$ cat config.mk
export PLATFORM = sky130hd
export DESIGN_NAME = instr_encoder_flat
export DESIGN_NICKNAME = d
export VERILOG_FILES = /design/src/rtl/instr_encoder_if.sv /design/src/rtl/instr_encoder.sv /design/src/flat_wrapper.sv
export SDC_FILE = /design/constraint.sdc
export NUM_CORES = 1
export LEC_CHECK = 0
export CORE_ASPECT_RATIO = 1.4
export CORE_MARGIN = 3
export CORE_UTILIZATION = 44
export DETAILED_ROUTE_END_ITERATION = 16
export MAX_ROUTING_LAYER = met4
export PLACE_DENSITY = 0.92
export SYNTH_ARGS = -nofsm -noshare
export SYNTH_HDL_FRONTEND = slang
export SYNTH_SLANG_ARGS = --single-unit
$ cat constraint.sdc
create_clock -name clk -period 2.2 [get_ports clk]
set_clock_uncertainty 0.15 [all_clocks]
set_input_delay 0.22 -clock clk [delete_from_list [all_inputs] [get_ports clk]]
set_output_delay 0.22 -clock clk [all_outputs]
set_load 0.03 [all_outputs]
$ cat src/rtl/instr_encoder_if.sv
// Request and instruction-memory write bus for instr_encoder.
// The encoder takes the slave side; the program builder drives the master side.
interface instr_encoder_if #(
  parameter int ADDR_W = 8
);
  logic              req_valid;
  logic              req_ready;
  logic [2:0]        req_kind;
  logic [4:0]        req_rs;
  logic [4:0]        req_rt;
  logic [4:0]        req_rd;
  logic [5:0]        req_funct;
  logic [15:0]       req_imm;
  logic [25:0]       req_target;
  logic              imem_we;
  logic [ADDR_W-1:0] imem_addr;
  logic [31:0]       imem_wdata;
  logic              imem_ack;

  modport master (
    output req_valid, req_kind, req_rs, req_rt, req_rd, req_funct, req_imm,
           req_target, imem_ack,
    input  req_ready, imem_we, imem_addr, imem_wdata
  );

  modport slave (
    input  req_valid, req_kind, req_rs, req_rt, req_rd, req_funct, req_imm,
           req_target, imem_ack,
    output req_ready, imem_we, imem_addr, imem_wdata
  );
endinterface

$ cat src/rtl/instr_encoder.sv
// Packs field-level instruction requests into 32-bit MIPS words and writes
// them in order into instruction memory over a write/ack port.
//
// state | meaning
// IDLE  | waiting for a request; req_ready = !full
// WRITE | imem_we high, addr/data held until imem_ack
module instr_encoder #(
  parameter int ADDR_W    = 8,
  parameter int BASE_ADDR = 0
) (
  input  logic              clk,
  input  logic              rst_n,
  input  logic              clear,
  instr_encoder_if.slave    bus,
  output logic [ADDR_W:0]   count,
  output logic              full,
  output logic              err
);

  typedef enum logic {IDLE, WRITE} state_t;

  localparam logic [ADDR_W-1:0] BASE = ADDR_W'(BASE_ADDR);

  localparam logic [2:0] KIND_R   = 3'd0;
  localparam logic [2:0] KIND_ORI = 3'd1;
  localparam logic [2:0] KIND_LW  = 3'd2;
  localparam logic [2:0] KIND_SW  = 3'd3;
  localparam logic [2:0] KIND_BEQ = 3'd4;
  localparam logic [2:0] KIND_J   = 3'd5;

  localparam logic [5:0] OP_R   = 6'b000000;
  localparam logic [5:0] OP_ORI = 6'b001101;
  localparam logic [5:0] OP_LW  = 6'b100011;
  localparam logic [5:0] OP_SW  = 6'b101011;
  localparam logic [5:0] OP_BEQ = 6'b000100;
  localparam logic [5:0] OP_J   = 6'b000010;

  localparam logic [5:0] FN_ADD = 6'b100000;
  localparam logic [5:0] FN_SUB = 6'b100010;
  localparam logic [5:0] FN_AND = 6'b100100;
  localparam logic [5:0] FN_OR  = 6'b100101;
  localparam logic [5:0] FN_SLT = 6'b101010;

  state_t            state;
  logic [ADDR_W-1:0] addr_q;
  logic [31:0]       wdata_q;
  logic [31:0]       enc_word;
  logic              enc_legal;
  logic              accept;

  // Encoder: only the funct codes ALUControl decodes are legal R-types.
  always_comb begin
    enc_word  = '0;
    enc_legal = 1'b1;
    case (bus.req_kind)
      KIND_R: begin
        enc_word = {OP_R, bus.req_rs, bus.req_rt, bus.req_rd, 5'b00000, bus.req_funct};
        case (bus.req_funct)
          FN_ADD, FN_SUB, FN_AND, FN_OR, FN_SLT: enc_legal = 1'b1;
          default:                               enc_legal = 1'b0;
        endcase
      end
      KIND_ORI: enc_word = {OP_ORI, bus.req_rs, bus.req_rt, bus.req_imm};
      KIND_LW:  enc_word = {OP_LW,  bus.req_rs, bus.req_rt, bus.req_imm};
      KIND_SW:  enc_word = {OP_SW,  bus.req_rs, bus.req_rt, bus.req_imm};
      KIND_BEQ: enc_word = {OP_BEQ, bus.req_rs, bus.req_rt, bus.req_imm};
      KIND_J:   enc_word = {OP_J,   bus.req_target};
      default:  enc_legal = 1'b0;
    endcase
  end

  // count saturates at 2^ADDR_W, so its top bit alone means full.
  assign full          = count[ADDR_W];
  assign bus.req_ready = (state == IDLE) && !full;
  assign accept        = bus.req_valid && bus.req_ready && !clear;
  assign bus.imem_we   = (state == WRITE);
  assign bus.imem_addr = addr_q;
  assign bus.imem_wdata = wdata_q;

  always_ff @(posedge clk or negedge rst_n) begin
    if (!rst_n) begin
      state   <= IDLE;
      addr_q  <= BASE;
      wdata_q <= '0;
      count   <= '0;
      err     <= 1'b0;
    end else if (clear) begin
      // An in-flight write is abandoned even if imem_ack is high now.
      state  <= IDLE;
      addr_q <= BASE;
      count  <= '0;
      err    <= 1'b0;
    end else begin
      case (state)
        IDLE: begin
          if (accept) begin
            if (enc_legal) begin
              wdata_q <= enc_word;
              state   <= WRITE;
            end else begin
              err <= 1'b1;
            end
          end
        end
        WRITE: begin
          if (bus.imem_ack) begin
            addr_q <= addr_q + 1'b1;
            count  <= count + 1'b1;
            state  <= IDLE;
          end
        end
        default: state <= IDLE;
      endcase
    end
  end

endmodule
$ cat src/flat_wrapper.sv
// flat-port wrapper written by rule: the top's interface ports become plain ports
module instr_encoder_flat 
#(
  parameter int ADDR_W    = 8,
  parameter int BASE_ADDR = 0
)
  (clk, rst_n, clear, count, full, err, bus_req_valid, bus_req_kind, bus_req_rs, bus_req_rt, bus_req_rd, bus_req_funct, bus_req_imm, bus_req_target, bus_imem_ack, bus_req_ready, bus_imem_we, bus_imem_addr, bus_imem_wdata);
  instr_encoder_if #(.ADDR_W(ADDR_W)) bus_i ();
  input  logic clk;
  input  logic rst_n;
  input  logic clear;
  output logic [ADDR_W:0] count;
  output logic full;
  output logic err;
  input wire logic [$bits(bus_i.req_valid)-1:0] bus_req_valid;
  input wire logic [$bits(bus_i.req_kind)-1:0] bus_req_kind;
  input wire logic [$bits(bus_i.req_rs)-1:0] bus_req_rs;
  input wire logic [$bits(bus_i.req_rt)-1:0] bus_req_rt;
  input wire logic [$bits(bus_i.req_rd)-1:0] bus_req_rd;
  input wire logic [$bits(bus_i.req_funct)-1:0] bus_req_funct;
  input wire logic [$bits(bus_i.req_imm)-1:0] bus_req_imm;
  input wire logic [$bits(bus_i.req_target)-1:0] bus_req_target;
  input wire logic [$bits(bus_i.imem_ack)-1:0] bus_imem_ack;
  output wire logic [$bits(bus_i.req_ready)-1:0] bus_req_ready;
  output wire logic [$bits(bus_i.imem_we)-1:0] bus_imem_we;
  output wire logic [$bits(bus_i.imem_addr)-1:0] bus_imem_addr;
  output wire logic [$bits(bus_i.imem_wdata)-1:0] bus_imem_wdata;
  assign bus_i.req_valid = bus_req_valid;
  assign bus_i.req_kind = bus_req_kind;
  assign bus_i.req_rs = bus_req_rs;
  assign bus_i.req_rt = bus_req_rt;
  assign bus_i.req_rd = bus_req_rd;
  assign bus_i.req_funct = bus_req_funct;
  assign bus_i.req_imm = bus_req_imm;
  assign bus_i.req_target = bus_req_target;
  assign bus_i.imem_ack = bus_imem_ack;
  assign bus_req_ready = bus_i.req_ready;
  assign bus_imem_we = bus_i.imem_we;
  assign bus_imem_addr = bus_i.imem_addr;
  assign bus_imem_wdata = bus_i.imem_wdata;
  instr_encoder #(.ADDR_W(ADDR_W), .BASE_ADDR(BASE_ADDR)) u_core (.clk(clk), .rst_n(rst_n), .clear(clear), .bus(bus_i), .count(count), .full(full), .err(err));
endmodule
==> metrics list <==
- Dividing the detail-routed wire length by the instance count gives 16.17 um.
- At the end of routability-driven placement, the weighted congestion stood at 0.8325.
- Once placement completed, the tool counted placed cells totaling 498.
* Maximum clock frequency: 484.6 MHz
* Post-DP HPWL: 6.424 mm
- Class of the worst hold path: in2async
* Critical path startpoint: u_core.bus.imem_we
- Worst slew pin tran: 571.0 ps
- Data on the critical path is required at its endpoint by 1830 ps.
* Via/cell ratio: 5.391
- Total power per unit cell area: 633.4 nW/um2
- Share of the clock period used by the worst path after layout: 93.79%
* Initial core utilization: 45.71%
- Number of levels in the clock H-tree: 2
- Nets in the synthesized netlist: 364
- The floorplan step defined a die boundary enclosing 7964 um2.
* Port Buffer Count: 122
* CP Data Arrival Time: 1690 ps
* Peak ir drop on the vdd network: 459.6 uV
- Counting every sink on the clock net gives 50.
- Area added between synthesis and finish: 48.15%
- STA classifies the critical path startpoint as a flop.
* Clock tree from TritonCTS: yes
* Num CTS Buffers: 5
- Max-cap violations: 0
- The flow ran to the end, and the final reports show no timing, DRC or antenna violations.
- The initial antenna violation count was 0.
- The region available for standard cell placement spans 6656 um2.
- The synthesized netlist occupies a cell area of 3043 um2.
- At the later pin of the worst-skew pair, clock insertion delay measures 310 ps.
- Kind of capture point of the worst setup path: primary output
- Hold slack final: 244.7 ps
- Final Hold Viols: 0
- Top-area cell type share of the netlist area: 41.12%
- Maximum root-to-sink buffer count: 2
- The routed layout has 2,733 vias.
- Unrepaired setup endpoints after global routing: false
* Final setup vio count: 0
- Synth top cells by count: sky130_fd_sc_hd__dfrtp_1 (50), sky130_fd_sc_hd__mux2_4 (19), sky130_fd_sc_hd__inv_1 (16), sky130_fd_sc_hd__nor2_1 (14)
- The initialized floorplan defines 35 standard-cell rows.
* Gate count after technology mapping: 291
* EDFF count, synth: 0
* Yosys warnings: 0
* DRT Wirelength: 8.198 mm
- Entering global routing, the biggest net connects 42 pins.
- The number of pins with negative max-slew slack in the final report is 0.
- Maximum net fanout on the critical path: 9
* Share of flip-flops with an asynchronous set or reset after synthesis: 100.0%
- Most frequently used flop master after synthesis: sky130_fd_sc_hd__dfrtp_1
- Before antenna repair, the detailed router went through 4 iterations.
* CTS hold repair buffers: 1
- The worst pin sits at a relative slew slack of 61.93%.
* Number of buffers inserted by post-CTS setup repair: 0
- The final layout contains 487 nets.
- In the routed design, unresolved DRC markers number 0.
- Summed over all layers, the global routing overflow is 0.
* Leakage: 1.848 nW
- Avg Synthesized Cell Area: 10.46 um2
* Post-cts sizing count: 0
- Kind of critical path: reg2out
* Leading cell type by number of instances after synthesis: sky130_fd_sc_hd__dfrtp_1
- The detail route stage leaves a number of antenna-violating nets equal to 0.
* Beginning of the worst register-to-register path: u_core.count[8]
* Minimum period implied by the final worst setup slack: 2063 ps
* Total of flip-flops plus latches after synthesis: 50
- Summing the sequential cell areas from Yosys gives 41.12% of the chip area.
* Clock slew at reported path FFs: 100 ps
- Leading post-synthesis cells by cell area: sky130_fd_sc_hd__dfrtp_1 (41%), sky130_fd_sc_hd__mux2_4 (9.4%), sky130_fd_sc_hd__a21boi_0 (3.0%), sky130_fd_sc_hd__a221oi_1 (2.9%), sky130_fd_sc_hd__a2bb2oi_1 (2.9%)
* Width of the chip: 76.29 um
- The tree is rooted in a sky130_fd_sc_hd__clkbuf_8.
* Global-route wire length before repair: 13.28 mm
* Diodes inserted: 0
- Leading area contributor after synthesis: sky130_fd_sc_hd__dfrtp_1
- Starting DRT DRC Count: 133
- Share of cells above drive strength 1: 13.98%
- 124 I/O pins were placed.
* Final-layout fill cell count: 508
- The number of global-route vias before repair is 2,787.
- Counting distinct cell types in the post-synthesis netlist gives 49.
* Final cell count without fillers: 507
- Height of the die: 104.4 um
- Overall fraction of global-route tracks in use: 21.01%
## area by class of cell
type / instances / area (um2) / area share (%)
clock inverters: 3 / 23.77 / 0.5273
well taps: 92 / 115.1 / 2.553
repair buffers: 137 / 1389 / 30.81
inverters: 16 / 60.06 / 1.332
multi-input cells: 204 / 1600 / 35.50
clock buffers: 5 / 68.82 / 1.527
flip-flops and latches: 50 / 1251 / 27.75
## worst paths after layout
| path | endpoint | depth (start not counted) | slack, ps |
|---|---|---|---|
| worst max-delay path | bus_req_ready | 3 | 140 |
| worst min-delay path | u_core.bus.imem_wdata[2] | 2 | 240 |
| worst max register to register | u_core.bus.imem_wdata[3] | 5 | 310 |
| worst min register to register | u_core.bus.imem_wdata[16] | 1 | 380 |
| max in group asynchronous | u_core.bus.imem_wdata[28] | 3 | 1150 |
| min in group clk | u_core.bus.imem_wdata[26] | 2 | 260 |
## layout by cell type (no fill, tap or decap), types with 2 or more instances in the layout
| cell type | synthesis | layout |
|---|---|---|
| sky130_fd_sc_hd__nand3_1 | 6 | 6 |
| sky130_fd_sc_hd__ha_1 | 2 | 2 |
| sky130_fd_sc_hd__a211oi_1 | 10 | 10 |
| sky130_fd_sc_hd__xnor2_1 | 7 | 7 |
| sky130_fd_sc_hd__or3_1 | 4 | 4 |
| sky130_fd_sc_hd__nor2_1 | 14 | 14 |
| sky130_fd_sc_hd__o2bb2ai_1 | 6 | 6 |
| sky130_fd_sc_hd__nand2_1 | 12 | 12 |
| sky130_fd_sc_hd__a21boi_0 | 12 | 12 |
| sky130_fd_sc_hd__nor2b_1 | 11 | 11 |
| sky130_fd_sc_hd__buf_2 | 4 | 2 |
| sky130_fd_sc_hd__o21ai_0 | 10 | 10 |
| sky130_fd_sc_hd__dfrtp_1 | 50 | 50 |
| sky130_fd_sc_hd__clkbuf_8 | 0 | 5 |
| sky130_fd_sc_hd__buf_12 | 2 | 5 |
| sky130_fd_sc_hd__clkinvlp_4 | 0 | 2 |
| sky130_fd_sc_hd__mux2i_1 | 7 | 7 |
| sky130_fd_sc_hd__xor2_1 | 4 | 4 |
| sky130_fd_sc_hd__mux2_2 | 7 | 7 |
| sky130_fd_sc_hd__buf_4 | 2 | 9 |
| sky130_fd_sc_hd__a221oi_1 | 10 | 10 |
| sky130_fd_sc_hd__nor4b_1 | 2 | 2 |
| sky130_fd_sc_hd__inv_1 | 16 | 16 |
| sky130_fd_sc_hd__a21oi_1 | 8 | 8 |
| sky130_fd_sc_hd__nand2b_1 | 11 | 11 |
| sky130_fd_sc_hd__nor4_1 | 2 | 2 |
| sky130_fd_sc_hd__o22ai_1 | 11 | 11 |
| sky130_fd_sc_hd__clkdlybuf4s50_1 | 0 | 120 |
| sky130_fd_sc_hd__mux2_4 | 19 | 19 |
| sky130_fd_sc_hd__a2bb2oi_1 | 10 | 10 |
## cells by family after synthesis
| group | share of synthesized area (%) |
|---|---|
| DFF | 41.12 |
| AOI/OAI and AO/OA | 20.44 |
| adders and majority gates | 0.8222 |
| buffers and inverters | 6.291 |
| xor gates and xnor gates | 3.166 |
| and+or+nand+nor | 13.78 |
| muxes | 14.27 |
| other | 0.1232 |
## sequential cells by signal, indices dropped and copies added (netlist names)
| register | count |
|---|---|
| u_core.bus.imem_wdata | 31 |
| u_core.err | 1 |
| u_core.count | 9 |
| u_core.bus.imem_we | 1 |
| u_core.bus.imem_addr | 8 |
## worst max-delay path, stage by stage (launching register included)
cell and delay (ps):
sky130_fd_sc_hd__dfrtp_1 430, sky130_fd_sc_hd__buf_4 180, sky130_fd_sc_hd__nor2_1 100, sky130_fd_sc_hd__clkdlybuf4s50_1 670
## report_power, final
group | leakage [nW] | total (W) | switching, W | internal [W]
Clock | 0.0408 | 0.000543 | 0.000316 | 0.000228
Sequential | 0.639 | 0.00115 | 0.0000989 | 0.00106
Combinational | 1.17 | 0.00116 | 0.000564 | 0.000593
Total | 1.85 | 0.00286 | 0.000978 | 0.00188
## per-layer routing
metal | track usage, % | vias up | wire length, um
li1 | - | 1307 | -
met4 | 8.420 | 0 | 233
met2 | 36.86 | 105 | 4356
met5 | - | - | 0
met3 | 3.640 | 18 | 400
met1 | 23.52 | 1303 | 3208
## stage by stage
step                      cell area, um2  worst slack [ps]  utilization (%)  setup TNS (ps)  power [W]
after global routing                4508             67.40            67.73               0   0.002986
after global placement              4405             22.48            66.18               0   0.002302
after detailed placement            4405            -34.52            66.18          -401.1   0.002324
final                               4508             136.6            67.73               0   0.002855
after floorplan                     3043             49.33                -               0   0.001786
after CTS                           4508             124.3            67.73               0   0.002872
Note: power is estimated with default switching activity, not from simulation.
